### src/rtl/uart_pkg.sv
// rtl/uart_pkg.sv - parity mode codes, transmitter FSM encoding and parity helpers
package uart_pkg;

  localparam logic [2:0] PAR_NONE  = 3'd0;
  localparam logic [2:0] PAR_ODD   = 3'd1;
  localparam logic [2:0] PAR_EVEN  = 3'd2;
  localparam logic [2:0] PAR_MARK  = 3'd3;
  localparam logic [2:0] PAR_SPACE = 3'd4;

  typedef enum logic [2:0] {
    ST_IDLE,
    ST_START,
    ST_DATA,
    ST_PARITY,
    ST_STOP
  } tx_state_e;

  // Reserved codes 5..7 collapse to "no parity bit".
  function automatic logic [2:0] par_mode_norm(input logic [2:0] mode);
    return (mode > PAR_SPACE) ? PAR_NONE : mode;
  endfunction

  function automatic logic par_bit(input logic [2:0] mode, input logic data_xor);
    case (mode)
      PAR_ODD:  return ~data_xor;
      PAR_EVEN: return data_xor;
      PAR_MARK: return 1'b1;
      default:  return 1'b0;
    endcase
  endfunction

endpackage

### src/rtl/sync_fifo.sv
// rtl/sync_fifo.sv - synchronous first-word-fall-through FIFO with full/empty flags and level
module sync_fifo #(
  parameter int WIDTH = 8,
  parameter int DEPTH = 16
) (
  input  logic                       clk,
  input  logic                       rst_n,
  input  logic                       wr_valid_i,
  input  logic [WIDTH-1:0]           wr_data_i,
  input  logic                       rd_ready_i,
  output logic [WIDTH-1:0]           rd_data_o,
  output logic                       full_o,
  output logic                       empty_o,
  output logic [$clog2(DEPTH+1)-1:0] level_o
);

  localparam int AW = $clog2(DEPTH);
  localparam int LW = $clog2(DEPTH+1);

  logic [WIDTH-1:0] mem_q [DEPTH];
  logic [AW-1:0]    wr_ptr_q;
  logic [AW-1:0]    rd_ptr_q;
  logic [LW-1:0]    count_q;
  logic             push;
  logic             pop;

  assign full_o    = (count_q == LW'(DEPTH));
  assign empty_o   = (count_q == '0);
  assign level_o   = count_q;
  assign rd_data_o = mem_q[rd_ptr_q];
  assign push      = wr_valid_i && !full_o;
  assign pop       = rd_ready_i && !empty_o;

  // Pointers wrap naturally because DEPTH is a power of two.
  always_ff @(posedge clk) begin
    if (!rst_n) begin
      wr_ptr_q <= '0;
      rd_ptr_q <= '0;
      count_q  <= '0;
    end else begin
      if (push) wr_ptr_q <= wr_ptr_q + AW'(1);
      if (pop)  rd_ptr_q <= rd_ptr_q + AW'(1);
      case ({push, pop})
        2'b10:   count_q <= count_q + LW'(1);
        2'b01:   count_q <= count_q - LW'(1);
        default: count_q <= count_q;
      endcase
    end
  end

  always_ff @(posedge clk) begin
    if (push) mem_q[wr_ptr_q] <= wr_data_i;
  end

endmodule

### src/rtl/uart_tx_fifo.sv
// rtl/uart_tx_fifo.sv - buffered UART transmitter with runtime baud/parity/stop config
// Define UART_TX_BREAK_EN to add the brk input and line-break generation.
module uart_tx_fifo #(
  parameter int DATA_BITS  = 8,
  parameter int FIFO_DEPTH = 16,
  parameter int DIV_W      = 16
) (
  input  logic                            clk,
  input  logic                            rst_n,
  input  logic                            in_valid,
  input  logic [DATA_BITS-1:0]            in_data,
  output logic                            in_ready,
  input  logic [DIV_W-1:0]                cfg_div,
  input  logic [2:0]                      cfg_parity,
  input  logic                            cfg_stop2,
`ifdef UART_TX_BREAK_EN
  input  logic                            brk,
`endif
  output logic                            tx,
  output logic                            busy,
  output logic                            tx_done,
  output logic [$clog2(FIFO_DEPTH+1)-1:0] fifo_level
);

  import uart_pkg::*;

  localparam int BCW = $clog2(DATA_BITS+1);
  localparam logic [BCW-1:0] LAST_BIT = BCW'(DATA_BITS-1);

  tx_state_e            state_q, state_d;
  logic [DIV_W-1:0]     div_cnt_q, div_cnt_d;
  logic [BCW-1:0]       bit_cnt_q, bit_cnt_d;
  logic [DATA_BITS-1:0] shift_q, shift_d;
  logic                 par_q, par_d;
  logic [DIV_W-1:0]     div_sh_q, div_sh_d;
  logic [2:0]           mode_sh_q, mode_sh_d;
  logic                 stop2_sh_q, stop2_sh_d;
  logic                 tx_q, tx_d;
  logic                 busy_q, busy_d;
  logic                 done_q, done_d;
  logic                 avail_q;
  logic                 bit_tick;
  logic                 start_frame;
  logic                 start_ok;
  logic                 fifo_full;
  logic                 fifo_empty;
  logic [DATA_BITS-1:0] fifo_rdata;
`ifdef UART_TX_BREAK_EN
  logic                 brk_gap_q, brk_gap_d;
`endif

  sync_fifo #(
    .WIDTH (DATA_BITS),
    .DEPTH (FIFO_DEPTH)
  ) u_fifo (
    .clk        (clk),
    .rst_n      (rst_n),
    .wr_valid_i (in_valid),
    .wr_data_i  (in_data),
    .rd_ready_i (start_frame),
    .rd_data_o  (fifo_rdata),
    .full_o     (fifo_full),
    .empty_o    (fifo_empty),
    .level_o    (fifo_level)
  );

  assign in_ready = !fifo_full;
  assign tx       = tx_q;
  assign busy     = busy_q;
  assign tx_done  = done_q;
  assign bit_tick = (div_cnt_q == div_sh_q);

  always_comb begin
    state_d     = state_q;
    div_cnt_d   = div_cnt_q;
    bit_cnt_d   = bit_cnt_q;
    shift_d     = shift_q;
    par_d       = par_q;
    div_sh_d    = div_sh_q;
    mode_sh_d   = mode_sh_q;
    stop2_sh_d  = stop2_sh_q;
    tx_d        = tx_q;
    busy_d      = busy_q;
    done_d      = 1'b0;
    start_frame = 1'b0;
    start_ok    = 1'b1;
`ifdef UART_TX_BREAK_EN
    brk_gap_d   = brk_gap_q;
    start_ok    = !brk && !brk_gap_q;
`endif

    if (state_q != ST_IDLE) div_cnt_d = bit_tick ? '0 : div_cnt_q + DIV_W'(1);

    case (state_q)
      ST_IDLE: begin
        tx_d   = 1'b1;
        busy_d = 1'b0;
`ifdef UART_TX_BREAK_EN
        // After a break the line must rest high for a full bit before the next start.
        if (brk) begin
          tx_d      = 1'b0;
          brk_gap_d = 1'b1;
          div_cnt_d = '0;
        end else if (brk_gap_q) begin
          if (div_cnt_q >= cfg_div) begin
            brk_gap_d = 1'b0;
            div_cnt_d = '0;
          end else begin
            div_cnt_d = div_cnt_q + DIV_W'(1);
          end
        end
`endif
        // avail_q delays a fresh push by one cycle before it can start a frame.
        if (start_ok && avail_q && !fifo_empty) start_frame = 1'b1;
      end
      ST_START: begin
        if (bit_tick) begin
          state_d   = ST_DATA;
          bit_cnt_d = '0;
          tx_d      = shift_q[0];
        end
      end
      ST_DATA: begin
        if (bit_tick) begin
          par_d   = par_q ^ shift_q[0];
          shift_d = shift_q >> 1;
          if (bit_cnt_q == LAST_BIT) begin
            bit_cnt_d = '0;
            if (mode_sh_q != PAR_NONE) begin
              state_d = ST_PARITY;
              tx_d    = par_bit(mode_sh_q, par_d);
            end else begin
              state_d = ST_STOP;
              tx_d    = 1'b1;
            end
          end else begin
            bit_cnt_d = bit_cnt_q + BCW'(1);
            tx_d      = shift_q[1];
          end
        end
      end
      ST_PARITY: begin
        if (bit_tick) begin
          state_d   = ST_STOP;
          bit_cnt_d = '0;
          tx_d      = 1'b1;
        end
      end
      ST_STOP: begin
        if (bit_tick) begin
          if (stop2_sh_q && bit_cnt_q == '0) begin
            bit_cnt_d = BCW'(1);
          end else begin
            done_d    = 1'b1;
            bit_cnt_d = '0;
            if (start_ok && !fifo_empty) begin
              start_frame = 1'b1;
            end else begin
              state_d = ST_IDLE;
              tx_d    = 1'b1;
              busy_d  = 1'b0;
            end
          end
        end
      end
      default: begin
        state_d = ST_IDLE;
        tx_d    = 1'b1;
        busy_d  = 1'b0;
      end
    endcase

    // Frame start: pop the word and freeze the configuration for the whole frame.
    if (start_frame) begin
      state_d    = ST_START;
      tx_d       = 1'b0;
      busy_d     = 1'b1;
      div_cnt_d  = '0;
      bit_cnt_d  = '0;
      shift_d    = fifo_rdata;
      par_d      = 1'b0;
      div_sh_d   = cfg_div;
      mode_sh_d  = par_mode_norm(cfg_parity);
      stop2_sh_d = cfg_stop2;
    end
  end

  always_ff @(posedge clk) begin
    if (!rst_n) begin
      state_q    <= ST_IDLE;
      div_cnt_q  <= '0;
      bit_cnt_q  <= '0;
      shift_q    <= '0;
      par_q      <= 1'b0;
      div_sh_q   <= '0;
      mode_sh_q  <= PAR_NONE;
      stop2_sh_q <= 1'b0;
      tx_q       <= 1'b1;
      busy_q     <= 1'b0;
      done_q     <= 1'b0;
      avail_q    <= 1'b0;
    end else begin
      state_q    <= state_d;
      div_cnt_q  <= div_cnt_d;
      bit_cnt_q  <= bit_cnt_d;
      shift_q    <= shift_d;
      par_q      <= par_d;
      div_sh_q   <= div_sh_d;
      mode_sh_q  <= mode_sh_d;
      stop2_sh_q <= stop2_sh_d;
      tx_q       <= tx_d;
      busy_q     <= busy_d;
      done_q     <= done_d;
      avail_q    <= !fifo_empty;
    end
  end

`ifdef UART_TX_BREAK_EN
  always_ff @(posedge clk) begin
    if (!rst_n) brk_gap_q <= 1'b0;
    else        brk_gap_q <= brk_gap_d;
  end
`endif

endmodule

### config.mk
export PLATFORM = sky130hd
export DESIGN_NAME = uart_tx_fifo
export DESIGN_NICKNAME = d
export VERILOG_FILES = /design/src/rtl/uart_pkg.sv /design/src/rtl/sync_fifo.sv /design/src/rtl/uart_tx_fifo.sv
export SDC_FILE = /design/constraint.sdc
export NUM_CORES = 1
export LEC_CHECK = 0
export CAP_MARGIN = 15
export CORE_UTILIZATION = 50
export CTS_CLUSTER_SIZE = 16
export DETAILED_ROUTE_END_ITERATION = 10
export PLACE_DENSITY = 0.68
export SYNTH_ARGS = -nofsm -noshare
export SYNTH_HDL_FRONTEND = slang
export SYNTH_SLANG_ARGS = --single-unit
### constraint.sdc
create_clock -name clk -period 9.65 [get_ports clk]
set_input_delay 1.93 -clock clk [delete_from_list [all_inputs] [get_ports clk]]
set_output_delay 1.93 -clock clk [all_outputs]
set_load 0.02 [all_outputs]
==> flow_summary_export.csv <==
group,metric,value,unit
timing,rsz0062_at_grt,"false",
yosys,synth_edf_count,128,
routing,drtPass1Iterations,4,
final_layout,diodes,0,
yosys,synthTopCellsByCount,"128 x edfxtp_1, 73 x dfxtp_1, 69 x nand2_1",
clock_network,cts_tree,"built",
routing,wirelength,17080,µm
critical_path,cp_max_fo,9,
clock_network,hold_buffers,0,
yosys,ys_dominant_reg_cell,"edfxtp_1",
timing,post-route-min-period,4.122,ns
yosys,yosys-top-cells-area,"edfxtp_1 45%, dfxtp_1 17%, mux4_2 8.4%, nand2_1 3.0%, xor2_1 2.8%",
clock_network,postCtsSetupRepairBufs,0,
global_route,antenna_found_initial,0,
critical_path,slowest_stage,"clkdlybuf4s50_1",
critical_path,r2r_start,"div_cnt_q[7]",
routing,drc_errors,0,
final_layout,multi_input_area,0.003004,mm²
critical_path,path_cells,"clkdlybuf4s50_1 > and2_1 > inv_1 > ha_1 > xor2_1 > ha_1 > a21oi_1 > o22ai_1 > a222oi_1 > o21ai_0 > a21boi_0",
global_route,grt_max_degree,50,
timing,finalClockSkew,0.008846,ns
final_layout,finalNetCount,719,
clock_network,ctsResizeCount,0,
power_and_ir_drop,p_total,2.237,mW
critical_path,crit_family,"compound AO/OA/AOI/OAI gates",
yosys,synth_seq_cells,201,
clock_network,h-tree-depth,1,
timing,finalHoldViolCount,0,
yosys,syn_inst,638,
global_route,grt_pass1_vias,5229,
hold_path,min_path_type,"reg2reg",
yosys,yosysTopAreaCell,"edfxtp_1",
clock_network,cts.clk_slew.worst_paths,0.06,ns
yosys,yosysMostFrequentCell,"edfxtp_1",
yosys,synth_top_family_by_area,"simple AND/OR/NAND/NOR gates",
place,place_congestion,0.8154,
floorplanning,dieHeight,132.7,µm
clock_network,cts_root_buf,"clkbuf_16",
floorplanning,pin_count,40,
final_layout,drive_above_1_share,12.28,%
timing,whs,0.4676,ns
clock_network,cts_buffers,22,
critical_path,crit_required,10.08,ns
critical_path,cp-end-kind,"register",
critical_path,worst_path_largest_cell_delay,0.45,ns
critical_path,path_class,"in2reg",
power_and_ir_drop,worst_ir_drop_vdd,0.1603,mV
place,dp_hpwl,10950,µm
yosys,yosysTopAreaCellShare,45.00,%
critical_path,critPathArrivalTime,4.55,ns
critical_path,crit_path_start_kind,"input port",
critical_path,crit_path_start,"in_valid",
routing,routed_via_density,5.648,
run_status,outcome,"completed",
final_layout,n_fill_cell,1326,
yosys,async_flop_share,0,%
timing,fmax,242.6,MHz
global_route,overflow,0,
timing,setup_viol,0,
global_route,grt_use_total,20.17,%
floorplanning,dieArea,0.01761,mm²
global_route,grt_pass1_wl,27740,µm
yosys,synth_cell_types,62,
yosys,synthMuxAreaShare,8.906,%
yosys,synth_fa_ha_area_share,1.611,%
job,maxCapViolCount,0,
critical_path,cpMostUsedCell,"ha_1",
yosys,yosysWarningCount,0,
yosys,seq_area_frac_synth,62.11,%
yosys,postSynthAreaPerCell,13.39,µm²
yosys,synth_xor_xnor_area_share,3.794,%
yosys,synth-compound-area-share,9.580,%
floorplanning,core,0.01664,mm²
timing,timing.slew.headroom,29.88,%
yosys,syn_area,0.008542,mm²
hold_path,min_from,"div_sh_q[14]",
timing,fin_crit_sh,42.72,%
routing,first_iter_violations,349,
critical_path,path_buf_inv,2,
yosys,synth_nets,680,
clock_network,clkSinkCount,201,
final_layout,syn_to_final_growth,14.02,%
clock_network,cts_buffer_depth,3,
place,numPortBuffers,39,
final_layout,final-seq-area,0.005306,mm²
power_and_ir_drop,power_density,229.7,mW/mm²
floorplanning,die_x,132.7,µm
timing,drv_slew,0,
timing,tightest_slew,1.047,ns
floorplanning,initial_utilization,51.33,%
routing,antenna_violating_nets_post_route,0,
timing,setup_tns,0,ns
power_and_ir_drop,p_leak,3.288,nW
clock_network,insertion_delay,0.50,ns
yosys,synth-simple-area-share,11.28,%
routing,vias,5151,
routing,wire_per_inst,18.72,µm
floorplanning,rows,47,
final timing paths:
path	end	slack [ns]	cells past startpoint
setup / recovery	u_fifo.level_o[4]	5.53	11
hold / removal	div_sh_q[14]	0.47	2
setup reg to reg	u_fifo.level_o[4]	5.71	13
hold reg to reg	div_sh_q[14]	0.47	2
cell type report:
class	instances	share of cell area, %
well taps	220	2.826
clock inverters	9	0.5010
flip-flops and latches	201	54.48
repair buffers	47	4.573
multi-input cells	393	30.85
clock buffers	30	6.282
inverters	12	0.4882
per-stage QoR:
stage	utilization [%]	worst slack, ns	cell area [µm²]	cells
final	58.52	5.528	9739	912
after global routing	58.52	5.281	9739	912
after CTS	58.37	5.573	9714	908
after detailed placement	54.40	5.049	9054	869
after global placement	54.40	5.132	9054	869
after floorplan	-	5.696	8542	638
state kept, by name, indices dropped and copies added, names as in the netlist, named ones only:
signal,cells
par_q,1
busy,1
div_sh_q,16
avail_q,1
bit_cnt_q,4
u_fifo.rd_ptr_q,4
u_fifo.level_o,5
tx,1
u_fifo.wr_ptr_q,4
u_fifo.mem_q,128
shift_q,8
div_cnt_q,16
mode_sh_q,3
state_q,3
stop2_sh_q,1
tx_done,1
worst reg2reg max path, stage by stage (launching register included):
cell and delay (ns):
dfxtp_1 0.36, xor2_1 0.17, nor4_1 0.50, nand4_1 0.54
o21a_1 0.39, inv_4 0.24, ha_1 0.32, xor2_1 0.10
ha_1 0.19, a21oi_1 0.25, o22ai_1 0.13, a222oi_1 0.40
o21ai_0 0.12, a21boi_0 0.16
cell families (layout without fill, tap and decap cells):
group,count (synthesis),in the layout
compound gates,116,116
xor+xnor,37,37
fa+ha+maj,11,11
buf+inv,44,98
flops,201,201
mux,36,36
simple gates,193,193
layer usage:
metal | GRT usage (%) | vias to the layer above | share of wire [%]
li1 | - | 2457 | -
met5 | 0 | - | 0
met3 | 2.835 | 24 | 4.2
met4 | 5.428 | 0 | 2.1
met1 | 26.36 | 2564 | 44
met2 | 35.29 | 106 | 50
cells in the final DEF, fill, tap and decap left out, types with 14 or more instances in the layout:
| cell type | n |
|---|---|
| a21boi_1 | 23 |
| mux4_2 | 32 |
| nand2_1 | 69 |
| a22oi_1 | 16 |
| xor2_1 | 27 |
| clkbuf_16 | 23 |
| dfxtp_1 | 72 |
| nor2_1 | 41 |
| o21ai_0 | 14 |
| a21oi_1 | 24 |
| edfxtp_1 | 128 |
| clkdlybuf4s50_1 | 39 |
where the power goes:
part	internal, mW	leakage [nW]	total [mW]	switching [mW]
clock	0.443	0.323	0.770	0.327
combinational	0.188	1.22	0.459	0.271
sequential	0.964	1.75	1.01	0.0443
Note: power is estimated with default switching activity, not from simulation.
==> RTL edit 1, RTL diff (same flow settings) <==
`shift_q` and `div_sh_q` no longer have a reset.
--- a/src/rtl/uart_tx_fifo.sv
+++ b/src/rtl/uart_tx_fifo.sv
@@ -190,9 +190,7 @@
       state_q    <= ST_IDLE;
       div_cnt_q  <= '0;
       bit_cnt_q  <= '0;
-      shift_q    <= '0;
       par_q      <= 1'b0;
-      div_sh_q   <= '0;
       mode_sh_q  <= PAR_NONE;
       stop2_sh_q <= 1'b0;
       tx_q       <= 1'b1;
@@ -203,9 +201,7 @@
       state_q    <= state_d;
       div_cnt_q  <= div_cnt_d;
       bit_cnt_q  <= bit_cnt_d;
-      shift_q    <= shift_d;
       par_q      <= par_d;
-      div_sh_q   <= div_sh_d;
       mode_sh_q  <= mode_sh_d;
       stop2_sh_q <= stop2_sh_d;
       tx_q       <= tx_d;
@@ -215,6 +211,11 @@
     end
   end
 
+  always_ff @(posedge clk) begin
+    shift_q  <= shift_d;
+    div_sh_q <= div_sh_d;
+  end
+
 `ifdef UART_TX_BREAK_EN
   always_ff @(posedge clk) begin
     if (!rst_n) brk_gap_q <= 1'b0;
Function: no difference found for any inputs over 10 cycles, from zero or initial values and one cycle with rst_n low; that may be too few to reach the edited logic, so the function may still have changed.
==> RTL edit 1 against the original RTL <==
Worst setup slack worse by 0.42 ns. Sequential cell count did not move. Synthesized cell count fell by 13%. Die area is 0.47% lower. Critical path type unchanged. Total power down 2.3%. Design area is 0.77% higher. Critical path depth unchanged. Synthesized area fell by 0.48%. Global-route usage shrank 0.85 points. First-iteration DRC count shrank 16%. Routed wire length is 5.0% lower.
==> RTL edit 1: results (changes against the original RTL) <==
[sta]
fin_skew_ns = 0.0295  ; +0.0207 ns
fin_ws_ns = 5.11  ; -0.418 ns
hold_ws_ns = 0.476  ; +0.00830 ns

[place]
dpl.hpwl_um = 10500  ; -4.3%
pre_cts_ws_ns = 4.61  ; -0.435 ns
place_congestion = 0.824  ; +1.1%
placed_area_um2 = 9040  ; -0.11%

[synthesis]
synth_xor_xnor_area_share = 0.0381  ; +0.000184
synth_fa_ha_area_frac = 0.0162  ; +0.0000783
synth_area_leaders = edfxtp_1 54%, dfxtp_1 12%, mux4_2 11%
synth_mux_area_frac = 0.130  ; +0.0405
synth_cells = 556  ; -13%
synthTopCellsByCount = 152 x edfxtp_1, 49 x dfxtp_1, 40 x mux4_2, 39 x nor2_1, 34 x nand2_1
synth-edff-count = 152  ; +19%
synth_compound_area_frac = 0.0450  ; -0.0508

[routing]
drt_iter0_drc = 293  ; -16%
vias = 4723  ; -8.3%
wire_per_inst_um = 19.4  ; +3.9%

[grt]
grt_pass1_vias = 4731  ; -9.5%
grt_usage = 0.193  ; -0.00853
grt_pass1_wl_um = 25900  ; -6.5%

[finish]
fin_cells = 834  ; -8.6%
multi_input_cells = 317  ; -19%
clock_area_frac = 0.0739  ; +0.00611
regArea_um2 = 5550  ; +4.6%
nClkBuffers = 26  ; -13%
fin_nets = 640  ; -11%
seq_cells = 201  ; unchanged
n_all_buffers = 44  ; -6.4%

[run_status]
status = finished, final reports clean

[pwr]
leakage_uw = 0.00318  ; -3.2%
p_per_area_nw_per_um2 = 223  ; -3.0%
peakVddDrop_v = 0.000176  ; +9.7%

[setup_path]
cpPeakStageDelay_ns = 0.70  ; +0.25 ns
slowest_stage = a21boi_1

## RTL edit 1: path summary, 6_finish.rpt
| path | startpoint | end | depth (start not counted) |
|---|---|---|---|
| setup / recovery | in_valid | u_fifo.level_o[4] | 11 |
| hold / removal | u_fifo.rd_ptr_q[3] | u_fifo.rd_ptr_q[3] | 2 |
| setup reg to reg | div_sh_q[11] | u_fifo.level_o[4] | 12 |
| hold reg to reg | u_fifo.rd_ptr_q[3] | u_fifo.rd_ptr_q[3] | 2 |
## RTL edit 1: power by group
| part | switching, uW | internal, uW | total [uW] |
|---|---|---|---|
| logic | 176 | 161 | 337 |
| clock network | 338 | 486 | 824 |
| registers | 39.7 | 985 | 1030 |
## RTL edit 1: per-layer routing
metal	share of wire	track usage	vias up
li1	-	-	2224
met1	0.44	0.261	2368
met2	0.49	0.315	100
met3	0.045	0.0369	31
met4	0.024	0.0651	0
met5	0	0	-
==> RTL edit 2, RTL diff (same flow settings) <==
Made on the original files. Add a define of `UART_TX_BREAK_EN`.
--- a/src/rtl/uart_tx_fifo.sv
+++ b/src/rtl/uart_tx_fifo.sv
@@ -1,5 +1,7 @@
 // rtl/uart_tx_fifo.sv - buffered UART transmitter with runtime baud/parity/stop config
 // Define UART_TX_BREAK_EN to add the brk input and line-break generation.
+`define UART_TX_BREAK_EN
+
 module uart_tx_fifo #(
   parameter int DATA_BITS  = 8,
   parameter int FIFO_DEPTH = 16,
Interface: changed (added brk); port bits go from 40 to 41. The function was not compared with the original's and may differ.
==> RTL edit 2 against the original RTL <==
The run now ends with DRC left. Routed wire length grew 20%. Sequential cell count increased by 1. Worst setup slack worse by 0.72 ns. Count of clock-buffer cells in the layout decreased by 3. Synthesized area up 9.5%. Global-route usage up 1.5 points. Hold slack better by 0.019 ns. Utilization is 0.076 points lower. Design area rose by 8.9%. Critical path type unchanged. Critical endpoint is now u_fifo.level_o[2].
Power is not compared: it rests on default switching activity, and its combinational part moved more than twofold at a synthesized area within 25%.
==> RTL edit 2: results (changes against the original RTL) <==
[routing]
vias = 6157  ; +20%
first_pass_iters = 8  ; +4
dr_wl_met3_um = 908  ; +26%
wl_met2_um = 10500  ; +23%
wl_met1_um = 8660  ; +16%
drc = 5  ; +5
drt_iter0_drc = 407  ; +17%
drt_wl_total_um = 20500  ; +20%

[synthesis]
syn_nets = 807  ; +19%
synth-edff-count = 128  ; unchanged
synth_mux_area_frac = 0.109  ; +0.0204
synth.yosys.seq_area_share = 0.569  ; -0.0517
synthTopCellsByCount = 128 x edfxtp_1, 74 x dfxtp_1, 56 x a21oi_1, 50 x nor2_1, 44 x nand2_1
synth_compound_area_frac = 0.104  ; +0.00802
synth_area_leaders = edfxtp_1 41%, dfxtp_1 16%, mux4_2 9.6%
synth_fa_ha_area_frac = 0.0361  ; +0.0200
yosysUniqueCellTypes = 74  ; +19%
synth_xor_xnor_area_share = 0.0261  ; -0.0119

[setup_path]
slowest_stage = nor3_4
r2r_start = state_q[0]
cpPeakStageDelay_ns = 0.72  ; +0.27 ns
path_max_fanout = 18  ; +9
r2r_slack_ns = 5.84  ; +0.13 ns
critPathTopFamily = simple AND/OR/NAND/NOR gates
arrival_ns = 5.28  ; +0.73 ns
startpoint = brk
reg2reg_depth = 12  ; -1
rr_endpoint = u_fifo.level_o[2]
crit_end = u_fifo.level_o[2]

[sta]
tightest_slew_ns = 1.00  ; -0.0469 ns
report.final.slew_viol_count = 0  ; unchanged
fin_skew_ns = 0.0113  ; +0.00246 ns

[run_status]
status = finished with violations
violations = DRC

[finish]
n_antenna_cell = 0  ; unchanged
fin_nets = 833  ; +16%
final_layout_size_suffix_gt1_frac = 0.137  ; +0.0140
fillers = 1420  ; +7.1%

[grt]
grt_pass1_vias = 6147  ; +18%
grt_usage = 0.217  ; +0.0151
grt_max_degree = 47  ; -6.0%
grt_pass1_wl_um = 33000  ; +19%

[pwr]
p_sw_uw = 467
peakVddDrop_v = 0.000183

[cts]
cts.reportedPaths.clkPinSlew_ns = 0.06  ; about the same
cts_setup_buffers = 0  ; unchanged
clock_latency_ns = 0.52  ; +0.02 ns
cts_max_level = 1  ; unchanged
root_buffer = clkbuf_16

[place]
place_congestion = 0.817  ; +0.17%
io_buffer_count = 40  ; +2.6%
placed_area_um2 = 9910  ; +9.4%
dpl.hpwl_um = 13800  ; +26%

## RTL edit 2: worst min-delay path by stage
| stage | slack (ns) | startpoint | end |
|---|---|---|---|
| 2_1_floorplan | 0.46 | mode_sh_q[2] | mode_sh_q[2] |
| 3_3_place_gp | 0.47 | u_fifo.rd_ptr_q[3] | u_fifo.rd_ptr_q[3] |
| 3_5_place_dp | 0.48 | div_sh_q[6] | div_sh_q[6] |
| 4_1_cts | 0.49 | div_sh_q[6] | div_sh_q[6] |
| 5_1_grt | 0.50 | div_sh_q[13] | div_sh_q[13] |
| 6_report | 0.49 | shift_q[4] | shift_q[3] |
## RTL edit 2: metrics by stage
stage / std cells / utilization / setup WS (ns)
2_1_floorplan: 748 / - / 5.23
3_3_place_gp: 978 / 0.546 / 4.41
3_5_place_dp: 978 / 0.546 / 4.29
4_1_cts: 1017 / 0.584 / 4.81
5_1_grt: 1018 / 0.584 / 4.57
6_report: 1018 / 0.584 / 4.81
## RTL edit 2: final cells by class
cell class | instances | share of cell area
flip-flops and latches | 202 | 0.502
multi-input cells | 467 | 0.349
clock buffers | 27 | 0.0537
repair buffers | 52 | 0.0462
well taps | 229 | 0.0270
clock inverters | 12 | 0.0114
inverters | 29 | 0.0103
## RTL edit 2: power by group through the flow
| stage | Clock (uW) | Sequential, uW | Combinational [uW] |
|---|---|---|---|
| 2_1_floorplan | 0 | 961 | 108 |
| 5_1_grt | 841 | 949 | 182 |
| 6_report | 799 | 947 | 168 |
| 4_1_cts | 812 | 947 | 167 |
| 3_3_place_gp | 0 | 964 | 162 |
| 3_5_place_dp | 0 | 965 | 167 |
## RTL edit 2: metal layers
layer,track usage,vias to the layer above
met5,0,-
met4,0.0579,0
met3,0.0338,36
met2,0.385,170
met1,0.276,3065
li1,-,2886
